$ cat config.mk
export PLATFORM = sky130hd
export DESIGN_NAME = beam_readout
export DESIGN_NICKNAME = d
export VERILOG_FILES = /design/src/rtl/beam_pkg.sv /design/src/rtl/beam_fifo2.sv /design/src/rtl/beam_readout.sv
export SDC_FILE = /design/constraint.sdc
export NUM_CORES = 1
export LEC_CHECK = 0
export ABC_AREA = 1
export CAP_MARGIN = 20
export CORE_MARGIN = 10
export CORE_UTILIZATION = 40
export CTS_BUF_LIST = sky130_fd_sc_hd__clkbuf_4
export CTS_CLUSTER_SIZE = 28
export DETAILED_ROUTE_END_ITERATION = 7
export GPL_TIMING_DRIVEN = 0
export PLACE_DENSITY = 0.63
export RECOVER_POWER = 25
export SKIP_LAST_GASP = 1
export SYNTH_ARGS = -nofsm -noshare
export SYNTH_HDL_FRONTEND = slang
export SYNTH_SLANG_ARGS = --single-unit
$ cat constraint.sdc
create_clock -name clk -period 3.23 [get_ports clk]
set_clock_uncertainty 0.1 [all_clocks]
set_input_delay 0.4845 -clock clk [delete_from_list [all_inputs] [get_ports clk]]
set_output_delay 0.4845 -clock clk [all_outputs]
set_load 0.02 [all_outputs]
$ cat src/rtl/beam_pkg.sv
`default_nettype none
// +------------------------------------------------------------------+
// | Module  : beam_pkg                                                |
// | Brief   : Constants and readout state encoding shared between the |
// |           delay beamformer and the result-RAM readout.            |
// | Revision: 1.0                                                     |
// +------------------------------------------------------------------+
package beam_pkg;

  localparam int ADDR_W     = 11;
  localparam int DATA_W     = 32;
  localparam int RAM_DEPTH  = 2048;
  localparam int RAM_RD_LAT = 1;

  typedef enum logic [1:0] {
    IDLE  = 2'd0,
    RUN   = 2'd1,
    DRAIN = 2'd2
  } readout_state_e;

endpackage
`default_nettype wire

$ cat src/rtl/beam_fifo2.sv
`default_nettype none
// +------------------------------------------------------------------+
// | Module  : beam_fifo2                                              |
// | Brief   : Two-entry synchronous FIFO, push and pop allowed in the |
// |           same cycle at any occupancy.                            |
// | Revision: 1.0                                                     |
// +------------------------------------------------------------------+
module beam_fifo2 #(
  parameter int WIDTH = 32
) (
  input  logic             clk,
  input  logic             rst,
  input  logic             i_push,
  input  logic [WIDTH-1:0] i_data,
  input  logic             i_pop,
  output logic [WIDTH-1:0] o_data,
  output logic [1:0]       o_count
);

  logic [WIDTH-1:0] r_mem [2];
  logic             r_wr_ptr;
  logic             r_rd_ptr;
  logic [1:0]       r_count;

  always_ff @(posedge clk) begin
    if (rst) begin
      for (int i = 0; i < 2; i++) r_mem[i] <= '0;
      r_wr_ptr <= 1'b0;
      r_rd_ptr <= 1'b0;
      r_count  <= 2'd0;
    end else begin
      if (i_push) begin
        r_mem[r_wr_ptr] <= i_data;
        r_wr_ptr        <= ~r_wr_ptr;
      end
      if (i_pop) r_rd_ptr <= ~r_rd_ptr;
      r_count <= r_count + {1'b0, i_push} - {1'b0, i_pop};
    end
  end

  assign o_data  = r_mem[r_rd_ptr];
  assign o_count = r_count;

endmodule
`default_nettype wire

$ cat src/rtl/beam_readout.sv
`default_nettype none
// +------------------------------------------------------------------+
// | Module  : beam_readout                                            |
// | Brief   : Drains the beamformer result RAM as a valid/ready       |
// |           stream. Define BEAM_READOUT_CHECKSUM_EN for a running   |
// |           sum of transferred beats on port checksum.              |
// | Revision: 1.0                                                     |
// +------------------------------------------------------------------+
module beam_readout #(
  parameter int ADDR_W     = beam_pkg::ADDR_W,
  parameter int DATA_W     = beam_pkg::DATA_W,
  parameter int FIFO_DEPTH = 2
) (
  input  logic              clk,
  input  logic              rst,
  input  logic              start,
  input  logic [ADDR_W-1:0] base_addr,
  input  logic [ADDR_W:0]   len,
  output logic [ADDR_W-1:0] ram_addr,
  output logic              ram_rden,
  input  logic [DATA_W-1:0] ram_q,
  output logic [DATA_W-1:0] m_data,
  output logic              m_valid,
  input  logic              m_ready,
  output logic              m_last,
  output logic              busy,
`ifdef BEAM_READOUT_CHECKSUM_EN
  output logic [DATA_W-1:0] checksum,
`endif
  output logic              done
);

  import beam_pkg::*;

  localparam logic [1:0] c_st_idle    = IDLE;
  localparam logic [1:0] c_st_run     = RUN;
  localparam logic [1:0] c_st_drain   = DRAIN;
  localparam logic [1:0] c_fifo_depth = 2'(FIFO_DEPTH);

  logic [1:0]        r_state;
  logic [ADDR_W-1:0] r_base;
  logic [ADDR_W:0]   r_len;
  logic [ADDR_W:0]   r_issued;
  logic [ADDR_W:0]   r_popped;
  logic              r_inflight;
  logic              r_done;

  logic [1:0]        w_count;
  logic [1:0]        w_count_after_pop;
  logic [1:0]        w_credit_used;
  logic [DATA_W-1:0] w_head;
  logic              w_valid;
  logic              w_pop;
  logic              w_issue;
  logic              w_last;
  logic              w_start_ok;

  beam_fifo2 #(
    .WIDTH(DATA_W)
  ) u_fifo (
    .clk    (clk),
    .rst    (rst),
    .i_push (r_inflight),
    .i_data (ram_q),
    .i_pop  (w_pop),
    .o_data (w_head),
    .o_count(w_count)
  );

  assign w_valid    = (w_count != 2'd0);
  assign w_pop      = w_valid & m_ready;
  assign w_start_ok = start && (r_state == c_st_idle);

  // Credits cover both FIFO entries and the read still inside the RAM pipeline.
  assign w_count_after_pop = w_count - {1'b0, w_pop};
  assign w_credit_used     = w_count_after_pop + {1'b0, r_inflight};
  assign w_issue = (r_state == c_st_run) && (r_issued < r_len) &&
                   (w_credit_used < c_fifo_depth);

  assign w_last = w_valid && (r_state != c_st_idle) && (r_popped == r_len - 1'b1);

  always_ff @(posedge clk) begin
    if (rst) begin
      r_state    <= c_st_idle;
      r_base     <= '0;
      r_len      <= '0;
      r_issued   <= '0;
      r_popped   <= '0;
      r_inflight <= 1'b0;
      r_done     <= 1'b0;
    end else begin
      r_done     <= 1'b0;
      r_inflight <= w_issue;
      if (w_issue) r_issued <= r_issued + 1'b1;
      if (w_pop)   r_popped <= r_popped + 1'b1;
      case (r_state)
        c_st_idle: begin
          if (start) begin
            r_base   <= base_addr;
            r_len    <= len;
            r_issued <= '0;
            r_popped <= '0;
            if (len == '0) r_done  <= 1'b1;
            else           r_state <= c_st_run;
          end
        end
        c_st_run: begin
          if (w_issue && (r_issued + 1'b1 == r_len)) r_state <= c_st_drain;
        end
        c_st_drain: begin
          // The final pop implies an empty FIFO and nothing in flight.
          if (w_pop && w_last) begin
            r_done  <= 1'b1;
            r_state <= c_st_idle;
          end
        end
        default: r_state <= c_st_idle;
      endcase
    end
  end

`ifdef BEAM_READOUT_CHECKSUM_EN
  logic [DATA_W-1:0] r_checksum;

  always_ff @(posedge clk) begin
    if (rst)             r_checksum <= '0;
    else if (w_start_ok) r_checksum <= '0;
    else if (w_pop)      r_checksum <= r_checksum + w_head;
  end

  assign checksum = r_checksum;
`endif

  assign ram_addr = r_base + r_issued[ADDR_W-1:0];
  assign ram_rden = w_issue;
  assign m_data   = w_head;
  assign m_valid  = w_valid;
  assign m_last   = w_last;
  assign busy     = (r_state != c_st_idle);
  assign done     = r_done;

endmodule
`default_nettype wire

==> out/summary.txt <==
Ys async rst share - 0
Non-Filler Instances - 1,123
Sequential Area - 3060 um2
Post-Route WL - 16.2 mm
Fill cells - 1,583
Worst-Margin Slew - 0.827 ns
Die Wd - 147 um
DR vias - 5,458
Ant diodes - 0
RSZ-0062 raised after global routing - yes
Core ar. - 15,900 um2
Final nets - 981
Multi-input gate area - 3090 um2
Num CTS Buffers - 17
Routability Congestion - 0.877
Max VDD drop - 262 uV
IO buf count - 105
# setup viols final - 0
Largest net degree at the start of global routing - 33
Share of layout cells above drive strength 1 - 0.147
Clk sink count - 120
Iteration-0 DRC count of the detailed router - 294
Slew Viols, Final - 0
Mapped cell area - 6500 um2
Row cnt - 46
Post-synthesis cell count - 763
Height of the die - 147 um
Avg Cell Area, Syn - 8.52 um2
Fin worst setup slack - 0.0520 ns
Remaining antenna violation count - 0
Worst skew pair latency - 0.52 ns
Synth Warn # - 0
Normalized max-slew margin - 0.447
Setup CP Type - reg -> out
Vias in the first global route - 5,222
Worst Hold Class - in -> reg
Crit path arrival time - 2.59 ns
Congestion Overflow GR - 0
Die ar. - 21,700 um2
Initial DRT Pass Iterations - 4
Yosys top cell area share - 0.296
Syn nets - 850
DP HPWL - 12.3 mm
Initial antenna violation count - 0
DR vias/cell - 4.86
Clk buf depth - 2
Leakage - 3.51 nW
Worst Path Required - 2.65 ns
Top cells by area, synth - edfxtp_1 (30%), dfxtp_1 (17%), nor2_1 (7.7%)
Syn-to-layout area delta - 27.0%
Post-layout min period - 3.18 ns
CTS tree - yes
CTS Root Cell - clkbuf_4
Number of synthesized register bits - 120
Pre-CTS setup slack - -0.867 ns
Gr usage total - 0.148
Status - finished clean
Crit path max fanout - 8
Routed wire per std cell - 14.5 um
Synth cell types - 38
Critical Path End Type - primary output
Htree depth - 4
First-pass GRT wire length - 26.1 mm
Sequential share of the synthesized area - 0.468
DRC viols - 0
Post-synth top flop - edfxtp_1
Cell with the most instances after synthesis - nor2_1
FMAX - 315 MHz
Synth area leader - edfxtp_1
Post-synth EDFFs - 64
Starting Density - 0.409
IO Count - 107
Fin crit share - 0.984
Setup crit start kind - flop
Clock transition at path regs - 0.11 ns
Dpl cells - 1,084
Top post-synthesis cells by count - nor2_1 (134), nand2_1 (109), inv_1 (91), edfxtp_1 (64), dfxtp_1 (56)
Max Cap Violations - 0
Final Hold Viols - 0
Pwr/cell area - 563 nW/um2
state kept, by name, summed over array words and instances (netlist names), 2 cells and up, named ones only:
signal and cells:
u_fifo.r_mem 64, r_state 2, r_len 12, r_popped 12, r_base 11, u_fifo.o_count 2, r_issued 12
cell type report:
class | instances | share of cell area
sequential | 120 | 0.370
tap | 216 | 0.0328
multi-input combinational | 523 | 0.374
clock buffer | 20 | 0.0182
clock inverter | 12 | 0.0159
buffer | 20 | 0.00971
inverter | 99 | 0.0456
timing repair buffer | 113 | 0.133
report_power, final:
group / internal [W] / switching [W] / leakage [nW]
Combinational: 0.000748 / 0.000940 / 2.24
Clock: 0.000483 / 0.000577 / 0.147
Sequential: 0.00177 / 0.000129 / 1.12
Total: 0.00300 / 0.00165 / 3.51
cells in the final DEF (no fill, tap or decap), types with 3 or more instances in the layout:
master,count
buf_1,3
edfxtp_1,64
o21ai_0,45
inv_1,89
ha_1,23
clkinvlp_4,3
nor2_4,5
nand3b_1,3
nand3_1,39
nand3_2,5
xnor2_1,5
nor4_1,3
clkbuf_2,4
clkdlybuf4s50_1,97
a21oi_1,41
nor2_2,4
clkbuf_1,13
a31oi_1,4
nor3_1,5
buf_4,10
dfxtp_2,4
xor2_1,25
clkinv_4,5
nand2_1,105
dlygate4sd2_1,3
dfxtp_1,50
clkbuf_4,20
nor2_1,134
mux2_2,32
nand4_1,11
a21oi_2,3
inv_2,8
nand2_2,10
cells by family (layout without fill, tap and decap cells):
kind of cell,after synthesis,in the layout,synth area share
flip-flops,120,120,0.468
AO/OA/AOI/OAI,99,99,0.0803
AND/OR/NAND/NOR,331,331,0.224
adder cells (fa/ha/maj),28,28,0.0551
buffers and inverters,120,264,0.0699
XOR/XNOR,33,33,0.0468
multiplexers,32,32,0.0555
routing by layer:
layer / GRT usage / part of all wire / up-vias
met1: 0.187 / 0.46 / 2519
li1: - / - / 2795
met2: 0.247 / 0.47 / 135
met4: 0.0411 / 0.0084 / 0
met3: 0.0379 / 0.061 / 9
met5: 0 / 0 / -
critical path: stages (launching register included):
cell      delay (ns)
dfxtp_2         0.35
or2_4           0.25
nand2_4         0.09
clkinv_4        0.08
ha_1            0.27
inv_1           0.04
ha_2            0.17
xor2_2          0.18
xor2_2          0.18
nor2_4          0.27
buf_6           0.17
stage by stage:
step | hold WS (ns) | util | cell area, um2 | total power [W] | TNS, ns
global route | 0.270 | 0.519 | 8250 | 0.00493 | -0.250
global placement | 0.339 | 0.492 | 7820 | 0.00353 | -12.35
floorplan | 0.326 | - | 6500 | 0.00290 | 0
finish | 0.254 | 0.519 | 8250 | 0.00464 | 0
detailed placement | 0.344 | 0.493 | 7820 | 0.00354 | -1.32
CTS | 0.102 | 0.515 | 8180 | 0.00466 | -0.112
what timing repair did:
action | 4_1_cts | 5_1_grt
setup endpoints to repair | 10 | 28
resized for setup | 36 | 21
buffers inserted | 2 | 6
pin swaps | 2 | 9
hold buffers | 0 | 0
final timing paths:
| kind | end | cells after the start | slack, ns | startpoint |
|---|---|---|---|---|
| max | ram_rden | 10 | 0.05 | u_fifo.o_count[1]$_SDFF_PP0_ |
| min | u_fifo.o_count[1]$_SDFF_PP0_ | 2 | 0.25 | rst |
| max reg2reg | r_issued[1]$_SDFF_PP0_ | 13 | 0.44 | u_fifo.o_count[1]$_SDFF_PP0_ |
| min reg2reg | u_fifo.r_rd_ptr$_SDFFE_PP0P_ | 1 | 0.35 | u_fifo.r_rd_ptr$_SDFFE_PP0P_ |
Note: power is estimated with default switching activity, not from simulation.
